**config.mk**
```make
export PLATFORM = sky130hd
export DESIGN_NAME = filter_pump_scheduler
export DESIGN_NICKNAME = d
export VERILOG_FILES = /design/src/rtl/filter_pump_scheduler.sv
export SDC_FILE = /design/constraint.sdc
export NUM_CORES = 1
export LEC_CHECK = 0
export CORE_ASPECT_RATIO = 1.75
export CORE_MARGIN = 4
export CORE_UTILIZATION = 28
export CTS_CLUSTER_DIAMETER = 30
export DETAILED_ROUTE_END_ITERATION = 10
export PLACE_DENSITY = 0.48
export SLEW_MARGIN = 20
export SYNTH_ARGS = -nofsm -noshare
export SYNTH_HDL_FRONTEND = slang
export SYNTH_SLANG_ARGS = --single-unit
```
**constraint.sdc**
```tcl
create_clock -name clk_fpga -period 1.3 [get_ports clk_fpga]
set_input_delay 0.13 -clock clk_fpga [delete_from_list [all_inputs] [get_ports clk_fpga]]
set_output_delay 0.13 -clock clk_fpga [all_outputs]
set_load 0.1 [all_outputs]
```
**src/rtl/filter_pump_scheduler.sv**
```systemverilog
// Filter pump scheduler: 4-phase status handshake, fill/drain pump FSM, registered PWM pump drives.
// Optional watchdog: define PUMP_TIMEOUT_EN to add the FAULT state and the pumping-time counter.
module filter_pump_scheduler #(
    parameter logic [7:0]  PWM_DUTY       = 8'd192,
    parameter logic [31:0] TIMEOUT_CYCLES = 32'd50_000_000
) (
    input  logic       clk_fpga,
    input  logic       reset,
    input  logic [3:0] i_dados,
    input  logic       i_req,
    output logic       o_ack,
    input  logic       i_boia_cheia,
    input  logic       i_boia_vazia,
    output logic       o_pwm_bomba_a,
    output logic       o_pwm_bomba_b,
    output logic [2:0] o_state,
    output logic [3:0] o_status,
    output logic       o_fault
);

    typedef enum logic [2:0] {
        S_IDLE     = 3'd0,
        S_FILL     = 3'd1,
        S_DRAIN    = 3'd2,
        S_STOPPING = 3'd3
`ifdef PUMP_TIMEOUT_EN
        , S_FAULT  = 3'd4
`endif
    } state_t;

    state_t     state;
    state_t     next_state;
    logic [1:0] req_sync;
    logic [1:0] full_sync;
    logic [1:0] empty_sync;
    logic [7:0] pwm_cnt;
    logic       req_s;
    logic       full_s;
    logic       empty_s;
    logic       conflict;
    logic       pumping;
    logic       pwm_on;

    assign req_s    = req_sync[1];
    assign full_s   = full_sync[1];
    assign empty_s  = empty_sync[1];
    assign conflict = full_s & empty_s;
    assign pumping  = (state == S_FILL) || (state == S_DRAIN) || (state == S_STOPPING);
    assign pwm_on   = (pwm_cnt < PWM_DUTY);
    assign o_state  = state;

    always_ff @(posedge clk_fpga or negedge reset) begin
        if (!reset) begin
            req_sync   <= 2'b00;
            full_sync  <= 2'b00;
            empty_sync <= 2'b00;
        end else begin
            req_sync   <= {req_sync[0], i_req};
            full_sync  <= {full_sync[0], i_boia_cheia};
            empty_sync <= {empty_sync[0], i_boia_vazia};
        end
    end

    // i_dados is sampled raw: the 4-phase protocol keeps it stable while req is high.
    always_ff @(posedge clk_fpga or negedge reset) begin
        if (!reset) begin
            o_ack    <= 1'b0;
            o_status <= 4'd0;
        end else if (req_s && !o_ack) begin
            o_ack    <= 1'b1;
            o_status <= i_dados;
        end else if (!req_s && o_ack) begin
            o_ack    <= 1'b0;
        end
    end

    always_ff @(posedge clk_fpga or negedge reset) begin
        if (!reset) begin
            pwm_cnt <= 8'd0;
        end else begin
            pwm_cnt <= pwm_cnt + 8'd1;
        end
    end

`ifdef PUMP_TIMEOUT_EN
    logic [31:0] tmo_cnt;
    logic        tmo_hit;

    assign tmo_hit = pumping && (tmo_cnt >= TIMEOUT_CYCLES - 32'd1);

    always_ff @(posedge clk_fpga or negedge reset) begin
        if (!reset) begin
            tmo_cnt <= 32'd0;
        end else if (next_state != state) begin
            tmo_cnt <= 32'd0;
        end else if (pumping) begin
            tmo_cnt <= tmo_cnt + 32'd1;
        end
    end

    assign o_fault = (state == S_FAULT);
`else
    logic tmo_hit;
    logic unused_timeout;

    // The timeout parameter stays in the interface so both builds share one instantiation.
    assign tmo_hit        = 1'b0;
    assign unused_timeout = ^TIMEOUT_CYCLES;
    assign o_fault        = 1'b0;
`endif

    // A full/empty contradiction freezes the FSM; the watchdog still wins because FAULT is safe.
    always_comb begin
        next_state = state;
        if (!conflict) begin
            case (state)
                S_IDLE:     if (o_status != 4'd0) next_state = full_s ? S_DRAIN : S_FILL;
                S_FILL:     if (o_status == 4'd0) next_state = S_STOPPING;
                            else if (full_s)      next_state = S_DRAIN;
                S_DRAIN:    if (o_status == 4'd0) next_state = S_STOPPING;
                            else if (empty_s)     next_state = S_FILL;
                S_STOPPING: if (empty_s)          next_state = S_IDLE;
                default:                          next_state = state;
            endcase
        end
`ifdef PUMP_TIMEOUT_EN
        if (tmo_hit) next_state = S_FAULT;
`endif
    end

    always_ff @(posedge clk_fpga or negedge reset) begin
        if (!reset) begin
            state         <= S_IDLE;
            o_pwm_bomba_a <= 1'b0;
            o_pwm_bomba_b <= 1'b0;
        end else begin
            state         <= next_state;
            o_pwm_bomba_a <= (state == S_FILL) && !conflict && !tmo_hit && pwm_on;
            o_pwm_bomba_b <= ((state == S_DRAIN) || (state == S_STOPPING)) && !conflict
                             && !tmo_hit && pwm_on;
        end
    end

endmodule
```
======== Yosys cells after proc, flatten, opt, wreduce, memory -nomap -nowiden ========
Index checks and enable logic that the tools add are counted.
W data, S select, Z words.
operators by class
  multiplexer cells ....................... 10
  reduce and logical (&&, ||, !) cells .... 16
  bitwise gates (word level) .............. 2
  add/subtract/negate cells ............... 1
  order comparisons ....................... 1
  equality and inequality tests ........... 7
operators by type and width
  cell                   count
  $mux W3                6
  $pmux W3 S4            1
  $add A8 B1 Y8 const B  1
  $lt A8 B8 Y1 const B   1
  $reduce_bool A4 Y1     2
  $eq A3 B2 Y1 const B   2
  $logic_and A1 B1 Y1    6
  $ne A3 B2 Y1 const B   2
  $reduce_and A6 Y1      1
  $logic_not A4 Y1       1
  $ne A2 B2 Y1 const B   2
  $eq A3 B1 Y1 const B   1
  $logic_not A1 Y1       3
  $logic_not A3 Y1       1
  $mux W1                2
  $mux W2                1
  $reduce_bool A2 Y1     1
  $and A1 B1 Y1          1
  $logic_or A1 B1 Y1     1
  $not A1 Y1             1
word-level totals
  register bits after elaboration ......... 24
  input bits .............................. 9
  output and inout port bits .............. 11
  word-level logic and storage cells ...... 46

======== Longest topological paths before layout ========
Gate-level depths: netlist (run 1).
  word-level depth ........................ 4
  gate-level depth with buffers ........... 4

======== Worst setup path before layout (run 1) ========
OpenSTA, ideal clock, no wires.
  path type ............................... reg2reg
  start ................................... register o_ack
  end ..................................... register o_ack
  clock period less this slack ............ 1.755 ns
  stages on the path, launching flop included .. 4
  path buffers ............................ 0
  data arrival time ....................... 1.629 ns
  setup slack ............................. -0.455 ns
  required time ........................... 1.174 ns
  cells stage by stage .................... dfrtp_1 inv_1 ha_1 mux2_2
on the way
  cells in the longest elaborated chain, start to end .. 3
ends and longest elaborated chain
  what                                                  RTL line  text
  start, declared                                       11        output logic o_ack,
  start signal, assigned                                67        o_ack <= 1'b0;
  start signal, assigned                                70        o_ack <= 1'b1;
  start signal, assigned                                73        o_ack <= 1'b0;
  $logic_not A1 Y1                                      69        end else if (req_s && !o_ack) begin
  $logic_and A1 B1 Y1                                   69
  $mux W1 / $reduce_bool A2 Y1 (equally long branches)  -
Several ways; a longest one is shown, not always the timed one.
A chain may end at the register's enable or synchronous reset.

======== Final worst setup path (run 1) ========
  start ................................... register o_status[2]
  end ..................................... register state[0] (netlist: o_state[0])
on the way
  cells in the longest elaborated chain, start to end .. 3
ends and longest elaborated chain
  what                                                                      RTL line       text
  start, declared                                                           17             output logic [3:0] o_status,
  start signal, assigned                                                    71             o_status <= i_dados;
  $logic_not A4 Y1 / $reduce_bool A4 Y1 (equally long branches)             118, 120, 117
  $ne A3 B2 Y1 (no source line) (tied with other cells)                     -
  $reduce_and A6 Y1 (no source line) / $pmux W3 S4 (equally long branches)  -
  end signal, assigned                                                      137            state <= next_state;
  end, declared                                                             31             state_t state;
Several ways; a longest one is shown, not always the timed one.

==> results of run 1 <==
cells in the final DEF, fill, tap and decap left out, types with 2 or more instances in the layout:
cell,instances
nor2_1,2
nand3_1,3
xor2_1,4
xnor2_1,2
conb_1,2
clkbuf_8,3
mux2_1,4
clkdlybuf4s50_1,8
o21ai_0,2
dfrtp_2,5
dfrtp_1,16
dfrtp_4,2
nor3_1,2
buf_4,5
nand2_1,5
inv_1,2
buf_12,9
nor4b_1,2
state kept, by name (all words and copies together) (netlist names):
register	count
o_status	4
full_sync	2
req_sync	2
o_ack	1
o_pwm_bomba_b	1
empty_sync	2
o_pwm_bomba_a	1
pwm_cnt	8
o_state	2
cells by family (layout without fill, tap and decap cells):
logic type	after synthesis	after routing	share of synthesized area (%)
compound gates	3	3	1.95
xor+xnor	6	6	5.86
fa+ha+maj	2	2	2.79
buf+inv	5	29	2.93
flops	23	23	64.2
mux	5	5	6.28
other cells	1	2	0.418
simple gates	20	20	15.6
power breakdown:
part / switching, mW / internal [mW]
combinational: 1.04 / 0.643
sequential: 0.182 / 0.868
clock: 0.228 / 0.214
total: 1.45 / 1.72
metal layers:
metal | global-route usage (%) | wire length [um] | up-vias
li1 | - | - | 269
met1 | 8.81 | 572 | 283
met2 | 14.6 | 898 | 9
met3 | 1.97 | 54 | 4
met4 | 5.88 | 36 | 0
met5 | 0 | 0 | -
how the worst max path moves through the flow:
stage / endpoint / slack [ns] / cells past startpoint
after CTS: o_state[1] / 0.02 / 3
after detailed placement: o_state[1] / -0.02 / 3
after floorplan: o_state[0] / -0.12 / 3
after global routing: o_state[1] / -0.04 / 3
final: o_state[0] / 0.05 / 3
after global placement: o_state[0] / 0.03 / 3
repair_timing:
item / in CTS / in global routing
resized for setup: 0 / 1
setup endpoints to repair: 2 / 2
cloned: 0 / 0
endpoints found under the hold margin: 0 / 0
pin swaps: 1 / 0
setup buffers: 2 / 1
layout make-up:
| class | count | area (um^2) | share of cell area [%] |
|---|---|---|---|
| Multi-Input combinational cell | 38 | 318 | 24.1 |
| Clock buffer | 3 | 41.3 | 3.14 |
| Timing Repair Buffer | 22 | 298 | 22.6 |
| Sequential cell | 23 | 589 | 44.8 |
| Inverter | 3 | 11.3 | 0.856 |
| Tap cell | 43 | 53.8 | 4.09 |
| Clock inverter | 1 | 5.00 | 0.380 |
==> results.yml, run 1 <==
critical_path:
  crit_buf_inv: 0
  required_ns: 1.47
  r2r-end: "o_state[0]"
  regToRegSetupSlack_ns: 0.05
  cp_slowest_stage_delay_ns: 0.43
  worstPathArrival_ns: 1.42
  r2r_start: "o_status[2]"
  cp_cell_sequence: "nor4_4, nor4b_1, nor4_2"
  worstPathMaxFanout: 4
  cp-startpoint: "o_status[2]"
  crit_path_end_kind: "flop"
  critPathLaunchType: "flop"
  crit_slowest_cell: "dfrtp_2"
  path_class: "reg -> reg"
  crit_family: "simple AND/OR/NAND/NOR gates"
  rr_worst_depth: 3
drt:
  dr.pass1.iters: 3
  viasPerCell: 4.25
  first_iter_violations: 13
  drt_wl_total_um: 1560
  ant_nets: 0
  wl_per_cell_um: 11.7
  drc_errors: 0
  vias: 565
synth:
  synth_flop_cell: "dfrtp_1"
  synth_most_common_cell: "dfrtp_1"
  synth_commonest_cells: "dfrtp_1 (23), nand2_1 (5), mux2_1 (4), xor2_1 (4)"
  synthCells: 65
  post-synth-top-area-cell: "dfrtp_1"
  synth_top_area_share_pct: 64.2
  ys_seq_area_share_pct: 64.2
  syn_area_um2: 897
  yosys-top-cells-area: "dfrtp_1 (64%), mux2_1 (5.0%), xor2_1 (3.9%), ha_1 (2.8%), nor4_4 (2.4%)"
  synth_seq_cells: 23
  synth_edf_count: 0
  syn_area_per_cell_um2: 13.8
  yosys.cell_types.count: 22
  ys_warn_count: 0
  synthArstFlopShare_pct: 100
global_routing:
  grt_pass1_wl_um: 2700
  track_usage_pct: 8.54
  gr-total-overflow: 0
  grt_max_degree: 24
  antenna_found_initial: 0
  first_global_vias: 594
timing:
  max_freq_mhz: 802
  rsz0062_at_grt: "true"
  tns_ns: 0
  min_period_ns: 1.25
  skew_ns: 0.00184
  worst_slack_ns: 0.0524
  hold_ws_ns: 0.208
  setup_viol: 0
  post-route-period-util_pct: 96.0
  slew_viol_final: 0
  hold_viol_final: 0
floorplan:
  ios: 20
  dieArea_mm2: 0.00421
  initial_core_util_pct: 28.9
  core_area_mm2: 0.00311
  die_x_um: 50.8
  row_count: 27
  die_h_um: 82.9
layout:
  area_delta_synth_final_pct: 46.7
  diodes: 0
  layout-drive-gt1-share_pct: 34.4
  final_cells: 133
  design_area_mm2: 0.00132
  final_util_pct: 42.4
  fin_nets: 102
  fillCellCount: 303
clock_network:
  cts_buffers: 3
  cts_hold_buf: 0
  cts_buffer_depth: 2
  tritoncts: "built"
  clkSinkCount: 23
  h-tree-depth: 1
  clk_latency_ns: 0.26
  clk_pin_slew_worst_paths_ns: 0.08
  cts-root-buf: "clkbuf_8"
power:
  p_total_mw: 3.18
  p_leak_nw: 0.576
  vdd_drop_max_v: 0.000807
  power_density_mw_per_mm2: 2410
hold_path:
  min_path_type: "in -> async"
placed_design:
  dpl.hpwl_um: 1150
  dpl.cell_count: 126
  place_area_mm2: 0.00124
  pre_cts_slack_ns: -0.0199
  portBuffers: 17
  gp_congestion: 0.713
status:
  status: "finished, final reports clean"
job:
  drv_cap: 0
(Power assumes the default switching activity.)
==> run 2, diff against run 1 <==
--- a/config.mk
+++ b/config.mk
@@ -5,12 +5,12 @@
 export SDC_FILE = /design/constraint.sdc
 export NUM_CORES = 1
 export LEC_CHECK = 0
-export CORE_ASPECT_RATIO = 1.75
 export CORE_MARGIN = 4
-export CORE_UTILIZATION = 28
+export CORE_UTILIZATION = 58
 export CTS_CLUSTER_DIAMETER = 30
 export DETAILED_ROUTE_END_ITERATION = 10
-export PLACE_DENSITY = 0.48
+export DONT_BUFFER_PORTS = 1
+export PLACE_DENSITY = 0.73
 export SLEW_MARGIN = 20
 export SYNTH_ARGS = -nofsm -noshare
 export SYNTH_HDL_FRONTEND = slang
==> results.yml, run 2 (same netlist as run 1, synthesis figures left out) <==
status:
  status: "finished, final reports clean"
floorplan:
  ios: 20
  core_area_mm2: 0.00138
  row_count: 13
  die_h_um: 47.3
  dieArea_mm2: 0.00224
  initial_core_util_pct: 64.9
  die_x_um: 47.3
placed_design:
  place_area_um2: 998
  portBuffers: 0
  dpl.hpwl_um: 1070
  dpl.cell_count: 88
  gp_congestion: 0.723
  pre_cts_slack_ns: 0.00576
global_routing:
  antenna_found_initial: 0
  grt_max_degree: 24
  gr-total-overflow: 0
  grt_pass1_wl_um: 2490
  track_usage_pct: 16.8
  first_global_vias: 569
layout:
  layout-drive-gt1-share_pct: 30.6
  mostFrequentLayoutCells: "dfrtp_1 (16), buf_4 (9), dlygate4sd3_1 (7), nand2_1 (5), dfrtp_2 (5)"
  layout_commonest_cell: "dfrtp_1"
  area_delta_synth_final_pct: 24.3
  diodes: 0
  design_area_mm2: 0.00111
  largestRegisters: "pwm_cnt x8, o_status x4"
  largest_reg_flops: 8
  fillCellCount: 84
  final_cells: 100
  largest-register: "pwm_cnt"
  fin_nets: 97
clock_network:
  cts_buffers: 3
  clkSinkCount: 23
  cts-root-buf: "clkbuf_4"
  cts_buffer_depth: 2
  h-tree-depth: 1
  tritoncts: "built"
  clk_latency_ns: 0.30
  post_cts_buffers: 0
  clk_pin_slew_worst_paths_ns: 0.12
drt:
  ant_nets: 0
  viasPerCell: 5.41
  drc_errors: 0
  vias: 541
  first_iter_violations: 2
  drt_wl_total_um: 1590
  dr.pass1.iters: 2
  wl_per_cell_um: 15.9
hold_path:
  min_path_type: "in -> async"
critical_path:
  worstPathMaxFanout: 4
  worstPathArrival_ns: 1.49
  cp_slowest_stage_delay_ns: 0.50
  required_ns: 1.49
  crit_path_end_kind: "flop"
  path_class: "reg -> reg"
  crit_slowest_cell: "dfrtp_4"
  cp-startpoint: "o_status[1]"
  r2r_start: "o_status[1]"
  cp_cell_sequence: "nor4_4, nor3b_4, nor3_1"
  critPathLaunchType: "flop"
timing:
  hold_viol_final: 0
  max_freq_mhz: 769
  worst_slack_ns: 0.000320
  slew_viol_final: 0
  post-route-period-util_pct: 100
  setup_viol: 0
  min_period_ns: 1.30
  worst_pin_slew_ns: 0.982
  rsz0062_at_grt: "true"
  hold_ws_ns: 0.0471
  skew_ns: 0.00549
  relSlewSlack_pct: 34.5
power:
  p_total_mw: 2.63
  p_leak_nw: 0.515
  power_density_mw_per_mm2: 2360
  vdd_drop_max_v: 0.00128
job:
  drv_cap: 0
## run 2: cell count changes in the layout (fill, tap and decap cells not counted)
cell	previous run	this run
dlygate4sd3_1	0	7
clkdlybuf4s50_1	8	0
buf_4	5	9
clkbuf_8	3	0
clkbuf_4	0	3
buf_12	9	0
dlymetal6s4s_1	0	1
## run 2: worst max-delay path, delay by kind of cell (launching register included)
kind,cells,cell delay [ns]
AND/OR/NAND/NOR,3,0.69
flip-flops,1,0.50
## run 2: repair_timing
item | 4_1_cts | 5_1_grt
endpoints found under the hold margin | 30 | 0
pin swaps | 1 | 2
resized for setup | 1 | 1
hold buffers | 8 | 0
endpoints found under the setup margin | 2 | 4
gates cloned | 0 | 0
## run 2: cell type report
| type | count | area [um^2] | area share [%] |
|---|---|---|---|
| tap | 15 | 18.8 | 1.68 |
| sequential | 23 | 589 | 52.9 |
| clock buffer | 3 | 22.5 | 2.02 |
| multi-input combinational | 38 | 318 | 28.5 |
| clock inverter | 1 | 5.00 | 0.449 |
| timing repair buffer | 17 | 150 | 13.5 |
| inverter | 3 | 11.3 | 1.01 |
## run 2: through the flow
| step | TNS, ns | utilization [%] |
|---|---|---|
| CTS | 0 | 80.5 |
| finish | 0 | 80.6 |
| detailed placement | 0 | 72.2 |
| global route | -0.181 | 80.6 |
| floorplan | -0.295 | - |
| global placement | 0 | 72.2 |
## run 2: worst paths after layout
path                                      end  slack [ns]  cells after the start
worst min register to register   full_sync[1]        0.37                      0
worst max register to register     o_state[1]      0.0003                      3
min in group clk_fpga            full_sync[1]        0.37                      0
worst min-delay path            o_pwm_bomba_a        0.05                      1
worst max-delay path               o_state[1]      0.0003                      3
max in group asynchronous               o_ack        0.54                      1
## run 2: per-layer routing
| layer | share of wire (%) | wire, um | track usage, % |
|---|---|---|---|
| met5 | 0 | 0 | 0 |
| met4 | 1.7 | 27 | 9.94 |
| met3 | 5.5 | 88 | 2.68 |
| met2 | 55 | 869 | 29.9 |
| met1 | 38 | 602 | 18.5 |
## run 2: where the power goes
part           internal [mW]  leakage [nW]  switching [mW]
combinational          0.294         0.230            1.02
clock                  0.115        0.0177           0.198
sequential             0.866         0.267           0.138
total                   1.28         0.515            1.36
